## src/rtl/fp_pkg.sv

```systemverilog
// Shared types and constants for the binary32 add/subtract sequencer.
// Latency: n/a (package only).
// Backpressure: n/a (package only).
package fp_pkg;

  localparam int EXP_W    = 8;
  localparam int MAN_W    = 23;
  localparam int SIG_W    = MAN_W + 1;
  localparam int EXP_BIAS = 127;
  localparam int EXP_MAX  = 255;

  localparam logic [31:0] QNAN = 32'h7FC0_0000;

  typedef enum logic [2:0] {
    ST_IDLE,
    ST_ALIGN,
    ST_ADD,
    ST_NORM,
    ST_DONE
  } fp_state_t;

endpackage

```

## src/rtl/fp_addsub_seq_adder.sv

```systemverilog
// 24-bit ripple-carry adder/subtractor (AdderSubtractor_24bit) for significands.
// Latency: combinational.
// Backpressure: none; pure datapath.
// Ports: i_reg1/i_reg2 operands, i_op 0=add 1=subtract (i_reg1-i_reg2),
//        o_result sum/difference, o_cout carry out of the top bit.
module AdderSubtractor_24bit (
  input  logic [23:0] i_reg1,
  input  logic [23:0] i_reg2,
  input  logic        i_op,
  output logic [23:0] o_result,
  output logic        o_cout
);

  // Subtract is reg1 + ~reg2 + 1: invert B and inject the +1 as carry-in.
  logic [24:0] w_carry;
  logic [23:0] w_b;

  assign w_carry[0] = i_op;

  for (genvar i = 0; i < 24; i++) begin : g_bit
    assign w_b[i]        = i_reg2[i] ^ i_op;
    assign o_result[i]   = i_reg1[i] ^ w_b[i] ^ w_carry[i];
    assign w_carry[i+1]  = (i_reg1[i] & w_b[i]) | (w_carry[i] & (i_reg1[i] ^ w_b[i]));
  end

  assign o_cout = w_carry[24];

endmodule

```

## src/rtl/fp_addsub_seq.sv

```systemverilog
// Multi-cycle IEEE-754 binary32 add/subtract, truncating, shared 24-bit adder.
// Latency: 3+k cycles accept->out_valid (k = normalize left shifts); 1 for special inputs.
// Backpressure: one op in flight; in_ready only in IDLE; result held until out_ready.
// Ports: clk, rst_n (async active-low); in_valid/in_ready with a, b, op (0=A+B, 1=A-B);
//        out_valid/out_ready with result.
// Optional feature: define FP_SPECIAL_EN for Inf/NaN handling (bypass straight to DONE).
module fp_addsub_seq
  import fp_pkg::*;
(
  input  logic        clk,
  input  logic        rst_n,
  input  logic        in_valid,
  output logic        in_ready,
  input  logic [31:0] a,
  input  logic [31:0] b,
  input  logic        op,
  output logic        out_valid,
  input  logic        out_ready,
  output logic [31:0] result
);

  fp_state_t          r_state;
  logic               r_sign;
  logic               r_es;
  logic [EXP_W-1:0]   r_exp_x;
  logic [EXP_W-1:0]   r_exp_y;
  logic [SIG_W-1:0]   r_sig_x;
  logic [SIG_W-1:0]   r_sig_y;
  logic               r_out_valid;
  logic [31:0]        r_result;

  // Unpack; exponent 0 is flushed to a zero significand.
  logic [EXP_W-1:0]   w_ea, w_eb;
  logic [SIG_W-1:0]   w_siga, w_sigb;
  logic               w_sb_eff, w_es, w_a_ge;

  assign w_ea     = a[30:23];
  assign w_eb     = b[30:23];
  assign w_siga   = (w_ea == '0) ? '0 : {1'b1, a[22:0]};
  assign w_sigb   = (w_eb == '0) ? '0 : {1'b1, b[22:0]};
  assign w_sb_eff = b[31] ^ op;
  assign w_es     = a[31] ^ w_sb_eff;
  assign w_a_ge   = {w_ea, w_siga} >= {w_eb, w_sigb};

`ifdef FP_SPECIAL_EN
  logic        w_a_inf, w_b_inf, w_a_nan, w_b_nan, w_special;
  logic [31:0] w_special_res;

  assign w_a_inf   = (w_ea == EXP_W'(EXP_MAX)) && (a[22:0] == '0);
  assign w_b_inf   = (w_eb == EXP_W'(EXP_MAX)) && (b[22:0] == '0);
  assign w_a_nan   = (w_ea == EXP_W'(EXP_MAX)) && (a[22:0] != '0);
  assign w_b_nan   = (w_eb == EXP_W'(EXP_MAX)) && (b[22:0] != '0);
  assign w_special = (w_ea == EXP_W'(EXP_MAX)) || (w_eb == EXP_W'(EXP_MAX));
  assign w_special_res = (w_a_nan || w_b_nan || (w_a_inf && w_b_inf && w_es)) ? QNAN :
                         w_a_inf ? {a[31], 8'hFF, 23'h0} : {w_sb_eff, 8'hFF, 23'h0};
`endif

  // Alignment distance; anything past the significand width shifts Y out entirely.
  logic [EXP_W-1:0] w_shamt;
  logic [SIG_W-1:0] w_sig_y_sh;

  assign w_shamt    = r_exp_x - r_exp_y;
  assign w_sig_y_sh = (w_shamt >= EXP_W'(SIG_W)) ? '0 : (r_sig_y >> w_shamt);

  logic [SIG_W-1:0] w_sum;
  logic             w_cout;

  AdderSubtractor_24bit u_addsub (
    .i_reg1   (r_sig_x),
    .i_reg2   (r_sig_y),
    .i_op     (r_es),
    .o_result (w_sum),
    .o_cout   (w_cout)
  );

  always_ff @(posedge clk or negedge rst_n) begin
    if (!rst_n) begin
      r_state     <= ST_IDLE;
      r_sign      <= 1'b0;
      r_es        <= 1'b0;
      r_exp_x     <= '0;
      r_exp_y     <= '0;
      r_sig_x     <= '0;
      r_sig_y     <= '0;
      r_out_valid <= 1'b0;
      r_result    <= '0;
    end else begin
      case (r_state)
        ST_IDLE: begin
          if (in_valid) begin
            r_es    <= w_es;
            r_sign  <= w_a_ge ? a[31]  : w_sb_eff;
            r_exp_x <= w_a_ge ? w_ea   : w_eb;
            r_exp_y <= w_a_ge ? w_eb   : w_ea;
            r_sig_x <= w_a_ge ? w_siga : w_sigb;
            r_sig_y <= w_a_ge ? w_sigb : w_siga;
`ifdef FP_SPECIAL_EN
            if (w_special) begin
              r_result    <= w_special_res;
              r_out_valid <= 1'b1;
              r_state     <= ST_DONE;
            end else begin
              r_state <= ST_ALIGN;
            end
`else
            r_state <= ST_ALIGN;
`endif
          end
        end
        ST_ALIGN: begin
          r_sig_y <= w_sig_y_sh;
          r_state <= ST_ADD;
        end
        ST_ADD: begin
          // Carry out on an effective add: renormalize right by one, dropping the LSB.
          if (!r_es && w_cout) begin
            r_sig_x <= {1'b1, w_sum[SIG_W-1:1]};
            r_exp_x <= r_exp_x + 1'b1;
          end else begin
            r_sig_x <= w_sum;
          end
          r_state <= ST_NORM;
        end
        ST_NORM: begin
          if (r_exp_x == EXP_W'(EXP_MAX)) begin
            r_result    <= {r_sign, 8'hFF, 23'h0};
            r_out_valid <= 1'b1;
            r_state     <= ST_DONE;
          end else if (r_sig_x == '0) begin
            r_result    <= '0;
            r_out_valid <= 1'b1;
            r_state     <= ST_DONE;
          end else if (!r_sig_x[SIG_W-1] && (r_exp_x > EXP_W'(1))) begin
            r_sig_x <= {r_sig_x[SIG_W-2:0], 1'b0};
            r_exp_x <= r_exp_x - 1'b1;
          end else if (!r_sig_x[SIG_W-1] && (r_exp_x == EXP_W'(1))) begin
            r_result    <= {r_sign, 31'h0};
            r_out_valid <= 1'b1;
            r_state     <= ST_DONE;
          end else begin
            r_result    <= {r_sign, r_exp_x, r_sig_x[MAN_W-1:0]};
            r_out_valid <= 1'b1;
            r_state     <= ST_DONE;
          end
        end
        ST_DONE: begin
          if (out_ready) begin
            r_out_valid <= 1'b0;
            r_state     <= ST_IDLE;
          end
        end
        default: r_state <= ST_IDLE;
      endcase
    end
  end

  assign in_ready  = (r_state == ST_IDLE);
  assign out_valid = r_out_valid;
  assign result    = r_result;

endmodule
```

## config.mk

```make
export PLATFORM = sky130hd
export DESIGN_NAME = fp_addsub_seq
export DESIGN_NICKNAME = d
export VERILOG_FILES = /design/src/rtl/fp_pkg.sv /design/src/rtl/fp_addsub_seq_adder.sv /design/src/rtl/fp_addsub_seq.sv
export SDC_FILE = /design/constraint.sdc
export NUM_CORES = 1
export LEC_CHECK = 0
export ABC_AREA = 1
export BUFFER_PORTS_ARGS = -buffer_cell sky130_fd_sc_hd__buf_4
export CORE_ASPECT_RATIO = 2
export CORE_MARGIN = 3
export CORE_UTILIZATION = 55
export CTS_CLUSTER_DIAMETER = 60
export CTS_CLUSTER_SIZE = 24
export DETAILED_ROUTE_END_ITERATION = 8
export GPL_ROUTABILITY_DRIVEN = 0
export GPL_TIMING_DRIVEN = 1
export PLACE_DENSITY = 0.79
export SYNTH_ARGS = -nofsm -noshare
export SYNTH_HDL_FRONTEND = slang
export SYNTH_SLANG_ARGS = --single-unit
```

## constraint.sdc

```tcl
create_clock -name clk -period 11 [get_ports clk]
set_clock_uncertainty 0.15 [all_clocks]
set_input_delay 0.55 -clock clk [delete_from_list [all_inputs] [get_ports clk]]
set_output_delay 0.55 -clock clk [all_outputs]
set_load 0.01 [all_outputs]
```

==> impl_metrics.ini, run 1 <==
[outcome]
status = completed

[floorplanning]
dieArea_um2 = 18300
io_pins = 103
die_h_um = 188
rows = 66
core_area_um2 = 16300
start_util = 0.561
die_w_um = 97.1

[cts]
clock_latency_ps = 360
htreeDepth = 3
clk_path_buf_depth = 2
postCtsSetupRepairBufs = 0
cts_tree = done
cts_root_buf = clkbuf_16
cts_made_buffers = 9
cts.clk_slew.worst_paths_ps = 80
cts.sinks = 102

[placed_design]
dp_hpwl_mm = 22.0
io_buffer_count = 102

[timing]
slew_violations = 0
tightest_slew_ps = 1130
finalHoldViolCount = 0
fmax_ghz = 0.0954
min_period_over_period = 0.953
setup_viol = 0
rsz0062_at_grt = false
min_period_ps = 10480
tns_ps = 0
slew-limit-headroom = 0.243

[cells_and_area]
layout.nets = 1511
post_route_cells_drive_above_1_share = 0.109
area_delta_synth_final_pct = 11.7
antennaDiodeCount = 0

[yosys]
ys_seq_elements = 102
syn_area_per_cell_um2 = 6.86
yosysWarningCount = 0
yosysSeqAreaShare = 0.280
synth.distinct_cells = 42
yosys-top-cells-area = dfrtp_1 (28%), nand2_1 (12%), nand3_1 (6.0%), o21ai_0 (6.0%), inv_1 (5.9%)
syn_area_um2 = 9130
yosysTopAreaCell = dfrtp_1
netlist_instances = 1330
synth_top_area_frac = 0.280
syn-num-nets = 1465

[critical_path]
path_class = reg -> reg
crit_path_frequent_cell = fa_1
critPathMaxStageDelay_ps = 420
cp.required_ps = 11120
endpoint_kind = register
cp.arrival_ps = 10600
critPathLaunchType = register
path_buf_inv = 7
cpMaxStageDelayCell = dfrtp_1
critPathTopFamily = adder cells
critPathMaxFanout = 25

[drt]
drt_first_pass_iters = 5
routedWlPerCell_um = 18.0
route.detailed.drc = 0
drt-total-wl_mm = 28.6
final_antenna_net_count = 0
dr_total_vias = 9748
drt-initial-drc-count = 968
routed_via_density = 6.15

[global_routing]
grt_max_degree = 98
overflow = 0
antenna_found_initial = 0
grt_pass1_vias = 9128
grt_first_pass_wirelength_mm = 45.7
grt_usage = 0.310

[job]
max_cap_violations = 0

[min_path]
worstHoldPathType = in -> reg
-- cell type report --
type	instances	area, µm²
Clock inverter	6	55.1
Fill cell	1519	6070
Multi-Input combinational cell	1000	5690
Sequential cell	102	2550
Timing Repair Buffer	113	851
Tap cell	204	255
Clock buffer	10	229
Inverter	150	563
-- layer usage --
metal	track usage	vias up	routed length (µm)
met5	0	-	0
met4	0.181	0	1660
met3	0.0296	111	1970
met2	0.547	506	14700
met1	0.362	4506	10300
li1	-	4625	-
-- stage by stage --
step                hold WS, ps  utilization  setup slack (ps)  std cells  area (µm²)
finish                      210        0.627               520       1585       10200
global route                219        0.627              83.4       1585       10200
CTS                         208        0.627               549       1585       10200
detailed placement          320        0.609               572       1568        9900
global placement            311        0.609               723       1568        9900
floorplan                   104            -               773       1330        9130
-- Yosys cell counts, drive strengths merged --
cell type,count
fa,24
o41ai,1
inv,149
nor4,5
ha,42
o21ai,126
nor3,6
a31oi,8
nand3,111
xnor2,5
a22oi,29
o211a,1
a211oi,1
nand2,290
nor2,105
a31o,1
xor2,27
clkinv,1
o22ai,23
buf,25
a41oi,1
o21a,2
dfrtp,102
or2,5
o32ai,2
nand4,64
a21oi,82
and2,1
a32o,1
o31ai,5
clkbuf,53
o211ai,32
-- cells by family after synthesis --
family | count (synthesis) | share of synthesized area
xor+xnor | 32 | 0.0307
fa+ha+maj | 66 | 0.110
buf+inv | 228 | 0.0977
compound gates | 315 | 0.199
simple gates | 587 | 0.283
flops | 102 | 0.280
-- sequential cells by signal, summed over array words and instances (netlist names) --
name,cells
result,32
r_sig_x,24
r_sig_y,24
r_exp_x,8
r_exp_y,8
r_state,3
out_valid,1
r_es,1
r_sign,1
-- timing repair --
item / CTS / global route
endpoints found under the setup margin: 0 / 0
hold buffers: 1 / 0
gates resized for setup: 0 / 0
hold endpoints to repair: 25 / 0
-- worst paths after layout --
kind | from | end | slack (ps) | cells after the start
setup reg to reg | r_sig_y[1] | r_sig_x[3] | 520 | 36
hold reg to reg | r_sign | r_sign | 330 | 2
max in group asynchronous | rst_n | r_exp_y[5] | 8920 | 3
min in group asynchronous | rst_n | r_sig_x[15] | 490 | 2
setup / recovery | r_sig_y[1] | r_sig_x[3] | 520 | 36
hold / removal | out_ready | r_state[2] | 210 | 2
-- placed cells by master, fill, tap and decap left out, types with 2 or more instances in the layout --
| cell | n |
|---|---|
| buf_4 | 112 |
| o211ai_1 | 32 |
| nand3_1 | 109 |
| nor3_1 | 5 |
| clkbuf_16 | 9 |
| nand2_1 | 285 |
| a31oi_1 | 8 |
| nand3_2 | 2 |
| o31ai_1 | 5 |
| nand2_4 | 2 |
| a21oi_1 | 82 |
| o21a_1 | 2 |
| clkinv_4 | 4 |
| o21ai_0 | 109 |
| nor2_1 | 103 |
| o32ai_1 | 2 |
| inv_1 | 143 |
| fa_1 | 24 |
| nor4_1 | 5 |
| a22oi_1 | 29 |
| nand4_1 | 63 |
| nand2_2 | 3 |
| or2_2 | 5 |
| inv_2 | 6 |
| ha_1 | 42 |
| o22ai_1 | 23 |
| xor2_1 | 27 |
| xnor2_1 | 5 |
| o21ai_1 | 17 |
| dfrtp_1 | 102 |
| nor2_2 | 2 |
Power of run 1 is not shown: default switching activity piles up to over one toggle a cycle in this logic, so the estimate is an artifact.
==> run 2, diff against run 1 <==
--- a/config.mk
+++ b/config.mk
@@ -6,16 +6,16 @@
 export NUM_CORES = 1
 export LEC_CHECK = 0
 export ABC_AREA = 1
-export BUFFER_PORTS_ARGS = -buffer_cell sky130_fd_sc_hd__buf_4
 export CORE_ASPECT_RATIO = 2
 export CORE_MARGIN = 3
-export CORE_UTILIZATION = 55
+export CORE_UTILIZATION = 56
 export CTS_CLUSTER_DIAMETER = 60
 export CTS_CLUSTER_SIZE = 24
 export DETAILED_ROUTE_END_ITERATION = 8
+export DONT_BUFFER_PORTS = 1
 export GPL_ROUTABILITY_DRIVEN = 0
 export GPL_TIMING_DRIVEN = 1
-export PLACE_DENSITY = 0.79
+export PLACE_DENSITY = 0.74
 export SYNTH_ARGS = -nofsm -noshare
 export SYNTH_HDL_FRONTEND = slang
 export SYNTH_SLANG_ARGS = --single-unit
==> run 2 against run 1 <==
  * Sequential cell count did not move
  * First-iteration DRC count is 23% lower
  * Final area is 6.9% lower
  * Hold slack lost 91 ps
  * Die area is 1.7% lower
  * Worst setup slack better by 11 ps
  * Global-route usage up 0.86 points
==> impl_metrics.ini, run 2 (synthesis results as in run 1) <==
[outcome]
status = completed

[timing]
slew_violations = 0
rsz0062_at_grt = false
worst_slack_ps = 531
slew-limit-headroom = 0.313
fmax_ghz = 0.0955
finalHoldViolCount = 0
min_period_over_period = 0.952
min_period_ps = 10470
tns_ps = 0
tightest_slew_ps = 1030
setup_viol = 0

[cells_and_area]
fillers = 1578
area_delta_synth_final_pct = 4.00
largest_reg_flops = 32
antennaDiodeCount = 0
multi_input_area_um2 = 5690
regArea_um2 = 2550
final_cell_mix = nand2_1 (285), inv_1 (143), o21ai_0 (109), nand3_1 (109), nor2_1 (103)
layout.nets = 1410
post_route_cells_drive_above_1_share = 0.0398
final_common_cell = nand2_1

[global_routing]
grt_first_pass_wirelength_mm = 44.6
grt_max_degree = 103
overflow = 0
grt_usage = 0.318
grt_pass1_vias = 8722
antenna_found_initial = 0

[drt]
final_antenna_net_count = 0
drt-initial-drc-count = 747
routed_via_density = 6.30
routedWlPerCell_um = 19.0
drt-total-wl_mm = 28.1
dr_total_vias = 9328
drt_first_pass_iters = 6
route.detailed.drc = 0

[floorplanning]
io_pins = 103
dieArea_um2 = 18000
die_h_um = 187
core_area_um2 = 15900
die_w_um = 96.3
start_util = 0.576
rows = 65

[critical_path]
worstSetupStartpoint = r_sig_y[1]
critPathMaxFanout = 25
path_class = reg -> reg
cp.arrival_ps = 10590
endpoint_kind = register
cpMaxStageDelayCell = dfrtp_1
cp.required_ps = 11120
critPathMaxStageDelay_ps = 440
timing.rr.end = r_exp_x[5]
crit_path_frequent_cell = fa_1
reg2reg_depth = 36
timing.rr.start = r_sig_y[1]
critPathLaunchType = register
regToRegSetupSlack_ps = 530

[min_path]
min_path_cells = 1
min_from = out_ready
worstHoldPathType = in -> reg
min_to = r_state[2]

[cts]
clock_latency_ps = 370
clk_path_buf_depth = 2
cts_tree = done
cts.clk_slew.worst_paths_ps = 70
cts_root_buf = clkbuf_16
cts.sinks = 102
cts_made_buffers = 9
htreeDepth = 3
cts_resized = 0

[placed_design]
dp_hpwl_mm = 21.4
io_buffer_count = 0
dp_slack_ps = 608

[job]
max_cap_violations = 0
-- run 2: cell count changes in the layout (fill, tap and decap cells not counted) --
cell,delta
buf_4,-102
inv_8,-1
bufinv_16,+1
clkinv_4,-3
nor3_1,-1
clkbuf_8,+3
nor3_2,+1
inv_6,-1
buf_16,+1
clkbuf_1,-1
clkinvlp_4,+2
-- run 2: worst max path at each step --
stage	end	slack [ps]
6_report	r_exp_x[5]	530
2_1_floorplan	r_sig_x[4]	770
3_5_place_dp	r_exp_x[0]	610
5_1_grt	r_exp_x[2]	90
3_3_place_gp	r_exp_x[0]	710
4_1_cts	r_exp_x[0]	570
-- run 2: timing repair --
action / 4_1_cts / 5_1_grt
setup buffers: 0 / 0
endpoints found under the hold margin: 102 / 0
hold buffers: 2 / 0
-- run 2: layer usage --
| metal | global-route usage | vias up | routed length (µm) |
|---|---|---|---|
| li1 | - | 4419 | - |
| met1 | 0.387 | 4370 | 10500 |
| met2 | 0.532 | 438 | 14100 |
| met3 | 0.0391 | 101 | 1830 |
| met4 | 0.172 | 0 | 1700 |
| met5 | 0 | - | 0 |
-- run 2: through the flow --
step,hold slack (ps),utilization,cells,area [µm²]
6_report,119,0.599,1481,9490
5_1_grt,115,0.599,1481,9490
4_1_cts,114,0.599,1481,9490
3_5_place_dp,108,0.576,1463,9140
3_3_place_gp,108,0.576,1463,9140
2_1_floorplan,104,-,1330,9130
-- run 2: cell type report --
class                   count  area share
inverters                 150      0.0593
multi-input cells        1000       0.600
clock inverters             4     0.00567
repair buffers             12      0.0119
flip-flops and latches    102       0.269
clock buffers              12      0.0281
well taps                 201      0.0265
-- run 2: worst max-delay path, delay by kind of cell, from the launching register on --
| kind | cells | cell delay, ps |
|---|---|---|
| flops | 1 | 440 |
| fa+ha+maj | 23 | 8370 |
| simple gates | 4 | 430 |
| buf+inv | 7 | 660 |
| xor+xnor | 1 | 190 |
| compound gates | 1 | 160 |
Power of run 2 is left out for the same reason.
==> run 3, diff against run 2 <==
--- a/config.mk
+++ b/config.mk
@@ -7,7 +7,7 @@
 export LEC_CHECK = 0
 export ABC_AREA = 1
 export CORE_ASPECT_RATIO = 2
-export CORE_MARGIN = 3
+export CORE_MARGIN = 1
 export CORE_UTILIZATION = 56
 export CTS_CLUSTER_DIAMETER = 60
 export CTS_CLUSTER_SIZE = 24
==> run 3 against run 2 <==
  * Global-route usage increased by 2.0 points
  * Critical endpoint is now r_sig_x[16]
  * Worst setup slack improved by 6.0 ps
  * Sequential cell count unchanged
  * Critical path depth unchanged
  * Critical path type unchanged
  * The run now ends with hold timing left
  * Final area about the same
  * Via count decreased by 0.61%
  * Register-to-register slack about the same
  * Wire length decreased by 1.1%
  * First-iteration DRC count increased by 2.8%
  * Fmax about the same
==> impl_metrics.ini, run 3 (synthesis results as in run 1) <==
[cells_and_area]
largest_reg_flops = 32
post-route-util = 0.598
layout.nets = 1409
area_delta_synth_final_pct = 3.96
post_route_cells_drive_above_1_share = 0.0384
final_common_cell = nand2_1
antennaDiodeCount = 0
final_cell_mix = nand2_1 (285), inv_1 (142), o21ai_0 (109), nand3_1 (109), nor2_1 (103)

[drt]
routed_via_density = 6.27
dr_total_vias = 9271
route.detailed.drc = 0
drt-total-wl_mm = 27.8
drt_first_pass_iters = 6
drt-initial-drc-count = 768
routedWlPerCell_um = 18.8
final_antenna_net_count = 0

[cts]
cts_root_buf = clkbuf_16
cts_tree = done
clk_path_buf_depth = 2
postCtsSetupRepairBufs = 0
cts.clk_slew.worst_paths_ps = 80
cts.sinks = 102
cts_made_buffers = 9
htreeDepth = 3
clock_latency_ps = 360

[critical_path]
path_buf_inv = 7
critPathMaxFanout = 10
cpMaxStageDelayCell = dfrtp_1
regToRegSetupSlack_ps = 540
cp.arrival_ps = 10580
critPathTopFamily = adder cells
path_class = reg -> reg
endpoint_kind = register
critPathLaunchType = register
cp.required_ps = 11120
critPathMaxStageDelay_ps = 430
crit_path_frequent_cell = fa_1

[timing]
setup_viol = 0
rsz0062_at_grt = false
min_period_ps = 10460
finalHoldViolCount = 38
slew_violations = 0
slew-limit-headroom = 0.266
min_period_over_period = 0.951
fmax_ghz = 0.0956
hold_ws_ps = -26.4
tns_ps = 0
tightest_slew_ps = 1100

[global_routing]
grt_usage = 0.339
grt_pass1_vias = 8613
overflow = 0
grt_max_degree = 103
antenna_found_initial = 0
grt_first_pass_wirelength_mm = 44.3

[floorplanning]
die_h_um = 183
die_w_um = 92.3
io_pins = 103
start_util = 0.576
core_area_um2 = 15900
rows = 65
dieArea_um2 = 16800

[placed_design]
io_buffer_count = 0
dp_hpwl_mm = 21.1

[min_path]
worstHoldPathType = in -> async

[outcome]
status = complete, but fails checks
violations = hold timing

[job]
max_cap_violations = 0
[run 3: final timing paths]
path | startpoint | end | depth (start not counted)
max | r_sig_y[1] | r_sig_x[16] | 36
min reg2reg | r_exp_y[0] | r_exp_y[0] | 2
max reg2reg | r_sig_y[1] | r_sig_x[16] | 36
min | rst_n | r_exp_x[5] | 1
min in group clk | out_ready | r_state[2] | 1
max in group asynchronous | rst_n | r_sig_x[14] | 1
[run 3: layout make-up]
type                       instances  area [µm²]
fill                            1569        6370
multi-input combinational       1000        5690
sequential                       102        2550
inverter                         150         563
tap                              201         251
clock buffer                      10         229
timing repair buffer              11         103
clock inverter                     4        97.6
[run 3: timing repair]
item	CTS	global route
hold endpoints to repair	102	0
hold buffers	1	0
resized for setup	0	1
setup endpoints to repair	0	3
[run 3: worst reg2reg max path: cells and delay by family, from the launching register on]
kind | cells | cell delay [ps]
and+or+nand+nor | 2 | 130
adders and majority gates | 23 | 8360
xor gates and xnor gates | 1 | 180
buffers and inverters | 7 | 710
AOI/OAI and AO/OA | 3 | 410
DFF | 1 | 430
[run 3: per-layer routing]
layer,track usage,share of wire,vias up
met4,0.185,0.053,0
met3,0.0313,0.063,95
li1,-,-,4426
met1,0.405,0.38,4334
met2,0.591,0.50,416
met5,0,0,-
[run 3: stage by stage]
stage / setup slack [ps] / area [µm²] / hold slack [ps] / cells
floorplan: 773 / 9130 / 104 / 1330
global placement: 636 / 9140 / 107 / 1463
detailed placement: 456 / 9140 / 107 / 1463
CTS: 434 / 9490 / 8.22 / 1478
global route: 89.4 / 9490 / 18.3 / 1478
finish: 537 / 9490 / -26.4 / 1478
Power of run 3 is left out for the same reason.
